File: src/rtl/mandel_draw_pkg.sv
// Shared types and the iteration-count to shade mapping for the Mandelbrot pixel sink.
// Latency: combinational helper only; backpressure: not applicable.
package mandel_draw_pkg;

    localparam int MINLIMIT = 1;
    localparam int MAXLIMIT = 1000;
    localparam int NW       = $clog2(MAXLIMIT + 1);
    // Queued address field is sized for the largest frame we expect to drive.
    localparam int FB_AW    = 16;

    typedef enum logic [1:0] {
        ACTIVE,
        FINISHING,
        CLEARING
    } sink_state_e;

    typedef struct packed {
        logic [FB_AW-1:0] addr;
        logic [7:0]       shade;
    } pix_entry_t;

    function automatic logic [7:0] shade_map(input logic [NW-1:0] n);
        logic [NW:0] t;
        t = {1'b0, n} - (NW+1)'(MINLIMIT) + (NW+1)'(1);
        if (n == '0)
            shade_map = 8'd0;
        else if (n < NW'(MINLIMIT))
            shade_map = 8'd1;
        else if (t > (NW+1)'(255))
            shade_map = 8'hFF;
        else
            shade_map = t[7:0];
    endfunction

endpackage

File: src/rtl/mandel_pix_fifo.sv
// Synchronous FIFO of pixel entries with full/empty flags.
// Latency: a push is visible at the head the following cycle; backpressure: push ignored when full.
module mandel_pix_fifo
    import mandel_draw_pkg::*;
#(
    parameter int DEPTH = 4
) (
    input  logic       clk_i,
    input  logic       rst_n_i,
    input  logic       push_vld_i,
    input  pix_entry_t push_dat_i,
    input  logic       pop_rdy_i,
    output pix_entry_t pop_dat_o,
    output logic       full_o,
    output logic       empty_o
);

    localparam int PW = $clog2(DEPTH);

    pix_entry_t      mem_q [DEPTH];
    logic [PW:0]     wr_ptr_q, wr_ptr_d;
    logic [PW:0]     rd_ptr_q, rd_ptr_d;
    logic            do_push, do_pop;

    assign empty_o   = (wr_ptr_q == rd_ptr_q);
    assign full_o    = (wr_ptr_q[PW] != rd_ptr_q[PW]) &&
                       (wr_ptr_q[PW-1:0] == rd_ptr_q[PW-1:0]);
    assign pop_dat_o = mem_q[rd_ptr_q[PW-1:0]];
    assign do_push   = push_vld_i && !full_o;
    assign do_pop    = pop_rdy_i && !empty_o;
    assign wr_ptr_d  = do_push ? wr_ptr_q + 1'b1 : wr_ptr_q;
    assign rd_ptr_d  = do_pop  ? rd_ptr_q + 1'b1 : rd_ptr_q;

    always_ff @(posedge clk_i or negedge rst_n_i) begin
        if (!rst_n_i) begin
            wr_ptr_q <= '0;
            rd_ptr_q <= '0;
        end else begin
            wr_ptr_q <= wr_ptr_d;
            rd_ptr_q <= rd_ptr_d;
        end
    end

    always_ff @(posedge clk_i) begin
        if (do_push)
            mem_q[wr_ptr_q[PW-1:0]] <= push_dat_i;
    end

endmodule

File: src/rtl/mandel_pixel_sink.sv
// Draw-pixel sink: shades pixels, buffers them, writes the framebuffer; handles flush/finish/clear.
// Latency: >=1 cycle pixel to fb_we; backpressure: pix_ready low when FIFO full or not ACTIVE, writes stall on fb_ready.
module mandel_pixel_sink
    import mandel_draw_pkg::*;
#(
    parameter int WIDTH       = 200,
    parameter int HEIGHT      = 200,
    parameter int FLUSH_EVERY = 10,
    parameter int FIFO_DEPTH  = 4,
    localparam int XW = $clog2(WIDTH),
    localparam int YW = $clog2(HEIGHT),
    localparam int AW = $clog2(WIDTH * HEIGHT)
) (
    input  logic          sync_clk,
    input  logic          sync_rst_n,
    input  logic          pix_valid,
    output logic          pix_ready,
    input  logic [XW-1:0] pix_x,
    input  logic [YW-1:0] pix_y,
    input  logic [NW-1:0] pix_n,
    input  logic          frame_finish,
    input  logic          frame_clear,
    output logic          fb_we,
    input  logic          fb_ready,
    output logic [AW-1:0] fb_addr,
    output logic [7:0]    fb_data,
    output logic          flush,
    output logic          frame_done,
    output logic          err_oob
);

    localparam int            CW    = $clog2(FLUSH_EVERY + 1);
    localparam int            NPIX  = WIDTH * HEIGHT;
    localparam logic [XW:0]   X_LIM = (XW+1)'(WIDTH);
    localparam logic [YW:0]   Y_LIM = (YW+1)'(HEIGHT);

    sink_state_e   state_q, state_d;
    logic [CW-1:0] fcnt_q, fcnt_d;
    logic [AW-1:0] clr_q, clr_d;
    logic          flush_q, flush_d;
    logic          err_q, err_d;
    logic          live_q;

    pix_entry_t    push_ent, pop_ent;
    logic [AW-1:0] pix_addr;
    logic          fifo_full, fifo_empty;
    logic          accept, oob, push, pop;

    assign oob      = ({1'b0, pix_x} >= X_LIM) || ({1'b0, pix_y} >= Y_LIM);
    assign accept   = pix_valid && pix_ready;
    assign push     = accept && !oob;
    assign pop      = !fifo_empty && fb_ready;
    assign pix_addr = AW'(pix_y) * AW'(WIDTH) + AW'(pix_x);
    assign push_ent = '{addr: FB_AW'(pix_addr), shade: shade_map(pix_n)};

    mandel_pix_fifo #(
        .DEPTH(FIFO_DEPTH)
    ) u_fifo (
        .clk_i     (sync_clk),
        .rst_n_i   (sync_rst_n),
        .push_vld_i(push),
        .push_dat_i(push_ent),
        .pop_rdy_i (pop),
        .pop_dat_o (pop_ent),
        .full_o    (fifo_full),
        .empty_o   (fifo_empty)
    );

    // live_q keeps pix_ready low while reset is held and for the first cycle after.
    assign pix_ready  = live_q && (state_q == ACTIVE) && !fifo_full;
    assign fb_we      = !fifo_empty || (state_q == CLEARING);
    assign fb_addr    = fifo_empty ? clr_q : AW'(pop_ent.addr);
    assign fb_data    = fifo_empty ? 8'd0 : pop_ent.shade;
    assign frame_done = (state_q == FINISHING) && fifo_empty;
    assign flush      = flush_q;
    assign err_oob    = err_q;

    always_comb begin
        state_d = state_q;
        clr_d   = clr_q;
        fcnt_d  = fcnt_q;
        flush_d = 1'b0;
        err_d   = err_q || (accept && oob);
        case (state_q)
            ACTIVE: begin
                if (frame_finish)
                    state_d = FINISHING;
                else if (frame_clear)
                    state_d = CLEARING;
            end
            FINISHING: begin
                if (fifo_empty)
                    state_d = ACTIVE;
            end
            CLEARING: begin
                // Queued pixels go out before the blanking sweep starts.
                if (fifo_empty && fb_ready) begin
                    if (clr_q == AW'(NPIX - 1)) begin
                        clr_d   = '0;
                        state_d = ACTIVE;
                    end else begin
                        clr_d = clr_q + 1'b1;
                    end
                end
            end
            default: state_d = ACTIVE;
        endcase
        if (state_q == FINISHING) begin
            fcnt_d = '0;
        end else if (accept) begin
            if (fcnt_q == CW'(FLUSH_EVERY - 1)) begin
                fcnt_d  = '0;
                flush_d = 1'b1;
            end else begin
                fcnt_d = fcnt_q + 1'b1;
            end
        end
    end

    always_ff @(posedge sync_clk or negedge sync_rst_n) begin
        if (!sync_rst_n) begin
            state_q <= ACTIVE;
            clr_q   <= '0;
            fcnt_q  <= '0;
            flush_q <= 1'b0;
            err_q   <= 1'b0;
            live_q  <= 1'b0;
        end else begin
            state_q <= state_d;
            clr_q   <= clr_d;
            fcnt_q  <= fcnt_d;
            flush_q <= flush_d;
            err_q   <= err_d;
            live_q  <= 1'b1;
        end
    end

endmodule

File: config.mk
export PLATFORM = sky130hd
export DESIGN_NAME = mandel_pixel_sink
export DESIGN_NICKNAME = d
export VERILOG_FILES = /design/src/rtl/mandel_draw_pkg.sv /design/src/rtl/mandel_pix_fifo.sv /design/src/rtl/mandel_pixel_sink.sv
export SDC_FILE = /design/constraint.sdc
export NUM_CORES = 1
export LEC_CHECK = 0
export BUFFER_PORTS_ARGS = -buffer_cell sky130_fd_sc_hd__buf_2
export CAP_MARGIN = 15
export CORE_MARGIN = 2
export CORE_UTILIZATION = 64
export DETAILED_ROUTE_END_ITERATION = 8
export GPL_ROUTABILITY_DRIVEN = 0
export GPL_TIMING_DRIVEN = 1
export MAX_ROUTING_LAYER = met4
export PLACE_DENSITY = 0.95
export SLEW_MARGIN = 25
export SYNTH_ARGS = -nofsm -noshare
export SYNTH_HDL_FRONTEND = slang
export SYNTH_SLANG_ARGS = --single-unit
File: constraint.sdc
create_clock -name sync_clk -period 7.1 [get_ports sync_clk]
set_input_delay 0.71 -clock sync_clk [delete_from_list [all_inputs] [get_ports sync_clk]]
set_output_delay 0.71 -clock sync_clk [all_outputs]
set_load 0.01 [all_outputs]
# Yosys cells after proc, flatten, opt, wreduce, memory -nomap -nowiden
# Memories as Yosys holds them, arrays and structs flattened.
# Index checks and enable logic that the tools add are counted.
[op_classes]
mux = 20
eq_ne = 11
magnitude_cmp = 4
reduce_logical = 22
mul = 1
n_addsub = 7
[ops]
columns = ["op", "count"]
rows = [
  ["$mux 16", 2],
  ["$mux 8", 4],
  ["$add 16x1->16 const B", 1],
  ["$add 16x8->16", 1],
  ["$eq 16x16->1 const B", 1],
  ["$ge 8x8->1 const B", 2],
  ["$mul 8x5->13 const B", 1],
  ["$mux 4", 3],
  ["$add 11x1->11 const B", 1],
  ["$gt 11x8->1 const B", 1],
  ["$logic_and 1x1->1", 11],
  ["$sub 10x1->11 const B", 1],
  ["$logic_not 10->1", 1],
  ["$lt 10x1->1 const B", 1],
  ["$mux 2", 5],
  ["$add 3x1->3 const B", 2],
  ["$pmux 2 s3", 1],
  ["$mux 1", 5],
  ["$add 4x1->4 const B", 1],
  ["$eq 4x4->1 const B", 1],
  ["$ne 2x1->1 const B", 2],
  ["$reduce_and 4->1", 1],
  ["$eq 3x3->1", 1],
  ["$logic_not 1->1", 3],
  ["10 further kinds", 12],
]
[word_totals]
reg_bits = 31
output_inout_bits = 29
mem_count = 1
inputBits = 32
ramBits = 96
[memory_table]
columns = ["name", "words", "width", "rd", "rd_clocked_by_memory_dff", "wr", "line_no", "source"]
rows = [
  ["u_fifo.mem_q", 4, 24, 1, 0, 1, "mandel_pix_fifo.sv:20", "pix_entry_t mem_q [DEPTH];"],
]

# Depth between registers and ports, before layout
[logic_depth]
ltp_word = 9
ltp_mapped = 14
mapped_depth_nobuf = 14

# By module
# From an unflattened synthesis, not the netlist that was laid out.
[unflattened]
cells_unflattened = 459
hier_area_um2 = 6612.6
[by_module_without_submodules]
columns = ["module", "area_each_um2", "cells_each", "instances"]
rows = [
  ["mandel_pix_fifo", 3971.3, 177, 1],
  ["mandel_pixel_sink", 2641.3, 282, 1],
]

# Worst setup path before layout
# OpenSTA, ideal clock, no wires.
[synth_timing]
kind = "input to register"
startpoint = "in pix_y[3]"
endpoint = "mem u_fifo.mem_q[0][22] (netlist bit), data pin"
setup_time_ns = 0.285
cell_stages = 12
slack_ns = 3.460
arrival_ns = 3.355
path_buffers = 0
path_cell_list = "ha_1 -> ha_1 -> inv_1 -> fa_1 -> inv_1 -> ha_1 -> a21o_1 -> a31o_2 -> a31oi_1 -> xor2_1 -> nor4_1 -> xor2_1"
[synth_via]
elab_chain_len = 2
[synth_rtl]
columns = ["element", "line_no", "source"]
rows = [
  ["from (decl)", "mandel_pixel_sink.sv:19", "input logic [YW-1:0] pix_y,"],
  ["$mul 8x5->13", "mandel_pixel_sink.sv:53", "assign pix_addr = AW'(pix_y) * AW'(WIDTH) + AW'(pix_x);"],
  ["$add 16x8->16", "mandel_pixel_sink.sv:53", ""],
  ["via pix_addr[14]", "mandel_pixel_sink.sv:45", "logic [AW-1:0] pix_addr;"],
  ["to (decl)", "mandel_pix_fifo.sv:20", ""],
]
# The timed path passes the listed nets, and every way through them passes these cells.

# Final worst setup path
# Same ends and word-level chain as after synthesis.

==> run_results.csv <==
group,metric,value,unit
power,total_power,2720,uW
sta,max_freq,285,MHz
die,ios,61,
worst_setup_path,crit_path_max_incr_delay,510,ps
clocking,cts_max_level,4,
sta,tightest_slew,739,ps
logic_synthesis,synth_common_cells,"edfxtp_1, nand2_1, ha_1, dfrtp_1, inv_1",
worst_setup_path,crit_family,"adder cells",
logic_synthesis,yosys.area.top_type_share,0.445,
drt,vias,4191,
worst_setup_path,crit_fanout,5,
worst_setup_path,required,7430,ps
logic_synthesis,syn_area_per_cell,13.5,um2
logic_synthesis,synth.distinct_cells,52,
clocking,post_cts_resized,0,
die,core_area,9770,um2
layout,drive_gt1_frac,0.234,
logic_synthesis,synth_area_leaders,"edfxtp_1, dfrtp_1, ha_1",
logic_synthesis,synth-seq-cells,127,
placed_design,place_hpwl,9140,um
die,dieArea,10900,um2
clocking,clkSinkCount,127,
drt,wl,14000,um
drt,drt-initial-drc-count,335,
drt,drt-pass1-iter-count,6,
sta,hold_viol,0,
logic_synthesis,syn_nets,561,
power,power_density,365,nW/um2
drt,wire_per_inst,20.1,um
logic_synthesis,yosysWarnings,0,
worst_setup_path,slowest_stage,"fa_1",
power,p_leak,0.00307,uW
worst_setup_path,crit_chain,"buf_2, ha_1, ha_1, inv_1, fa_1, inv_1, ha_1, a21o_1, a31o_2, a31oi_1, xor2_1, nor4_1, xor2_1",
logic_synthesis,yosysMostFrequentCell,"edfxtp_1",
clocking,cts-root-buf,"clkbuf_8",
drt,drc,0,
clocking,cts_buffer_depth,2,
layout,final_cells,697,
worst_setup_path,cp_common_cell,"ha_1",
layout,final_nets,633,
grt,grt_max_degree,32,
grt,grtUsageTotal,0.285,
logic_synthesis,syn_area,6470,um2
sta,tns,0,ps
logic_synthesis,synthArstFlopShare,0.244,
grt,grt_pass1_vias,4338,
die,die_h,105,um
logic_synthesis,seq_area_frac_synth,0.565,
clocking,cts_tree,"done",
logic_synthesis,synth_largest_area_cell,"edfxtp_1",
worst_setup_path,end_kind,"flop",
logic_synthesis,synth_flop_cell,"edfxtp_1",
sta,fin_crit_sh,0.494,
grt,antenna_found_initial,0,
clocking,clk_pin_slew_worst_paths,60,ps
clocking,clk_latency,520,ps
drt,ant_nets,0,
layout,syn_to_final_growth,15.3,%
sta,drv_slew,0,
job,cap_violations,0,
die,die_w,105,um
grt,overflow,0,
worst_setup_path,crit_buf_inv,3,
power,vdd_ir_drop_max,256,uV
placed_design,place_inst,665,
die,start_util,0.662,
die,rows,36,
sta,rsz0062_at_grt,"no",
placed_design,port_buffers,60,
sta,skew,9.72,ps
min_path,hold_path_class,"in -> async",
worst_setup_path,start_kind,"input port",
sta,hold_slack,218,ps
clocking,cts_setup_buffers,0,
outcome,run_status,"finished, final reports clean",
clocking,postCtsHoldBufs,0,
drt,avgViaCountPerCell,6.01,
worst_setup_path,path_class,"in -> reg",
logic_synthesis,syn_inst,479,
layout,antenna_cells,0,
layout,fin_util,0.764,
grt,grt_pass1_wl,22900,um
clocking,cts_made_buffers,17,
sta,setup_violations,0,
logic_synthesis,synth-edff-count,96,
worst_setup_path,critPathArrivalTime,3840,ps
sta,relSlewSlack,0.507,
sta,period_needed,3510,ps
[registers in the layout, summed over array words and instances (netlist names)]
name / flops
err_oob: 1
u_fifo.mem_q: 96
flush: 1
live_q: 1
u_fifo.rd_ptr_q: 3
fcnt_q: 4
u_fifo.wr_ptr_q: 3
clr_q: 16
state_q: 2
[worst paths after layout]
path	from	endpoint	slack (ps)	depth (start not counted)
min	sync_rst_n	fcnt_q[2]	220	1
min in group sync_clk	pix_x[2]	u_fifo.mem_q[3][10]	400	1
min reg2reg	u_fifo.rd_ptr_q[2]	u_fifo.rd_ptr_q[2]	510	1
max in group asynchronous	sync_rst_n	clr_q[14]	6440	1
max	pix_y[3]	u_fifo.mem_q[0][22]	3590	13
max reg2reg	u_fifo.rd_ptr_q[0]	u_fifo.mem_q[3][19]	3690	7
[cells in the final DEF, fill, tap and decap left out, types with 14 or more instances in the layout]
master,n
edfxtp_1,96
inv_1,26
ha_1,46
o21ai_0,18
clkbuf_16,16
xnor2_1,22
buf_2,60
a21oi_1,14
dfrtp_1,31
nand2_1,62
mux4_2,24
[worst reg2reg max path: cells and delay by family, from the launching register on]
family | cells | cell delay [ps]
AO/OA/AOI/OAI | 1 | 670
XOR/XNOR | 1 | 200
buffers and inverters | 2 | 800
flip-flops | 1 | 320
AND/OR/NAND/NOR | 3 | 1060
[metrics by stage]
stage	area, um2	setup WS [ps]
finish	7470	3590
global route	7470	3320
CTS	7460	3260
detailed placement	6910	3100
global placement	6910	3210
floorplan	6470	3460
[kinds of logic after synthesis]
kind of cell               after synthesis  share of synthesized area
AOI/OAI and AO/OA                       53                     0.0503
xor gates and xnor gates                33                     0.0447
other                                    1                   0.000579
adders and majority gates               50                      0.101
buffers and inverters                   39                     0.0261
and+or+nand+nor                        151                      0.127
muxes                                   25                     0.0853
DFF                                    127                      0.565
[final cells by class]
class / count / area (um2)
multi-input combinational: 313 / 2650
inverter: 26 / 97.6
fill: 547 / 2310
timing repair buffer: 66 / 345
sequential: 127 / 3660
clock buffer: 17 / 414
clock inverter: 15 / 136
tap: 133 / 166
[routing by layer]
layer / up-vias / GRT usage / wire (um)
li1: 1902 / - / -
met1: 2092 / 0.348 / 5470
met2: 171 / 0.478 / 7410
met3: 26 / 0.0630 / 893
met4: 0 / 0.0878 / 264
met5: - / - / 0
[power breakdown]
part	leakage [uW]	switching [uW]	internal [uW]	total (uW)
clock	0.000259	332	467	800
sequential	0.00126	39.1	889	928
combinational	0.00155	595	399	994
(Power assumes the default switching activity.)
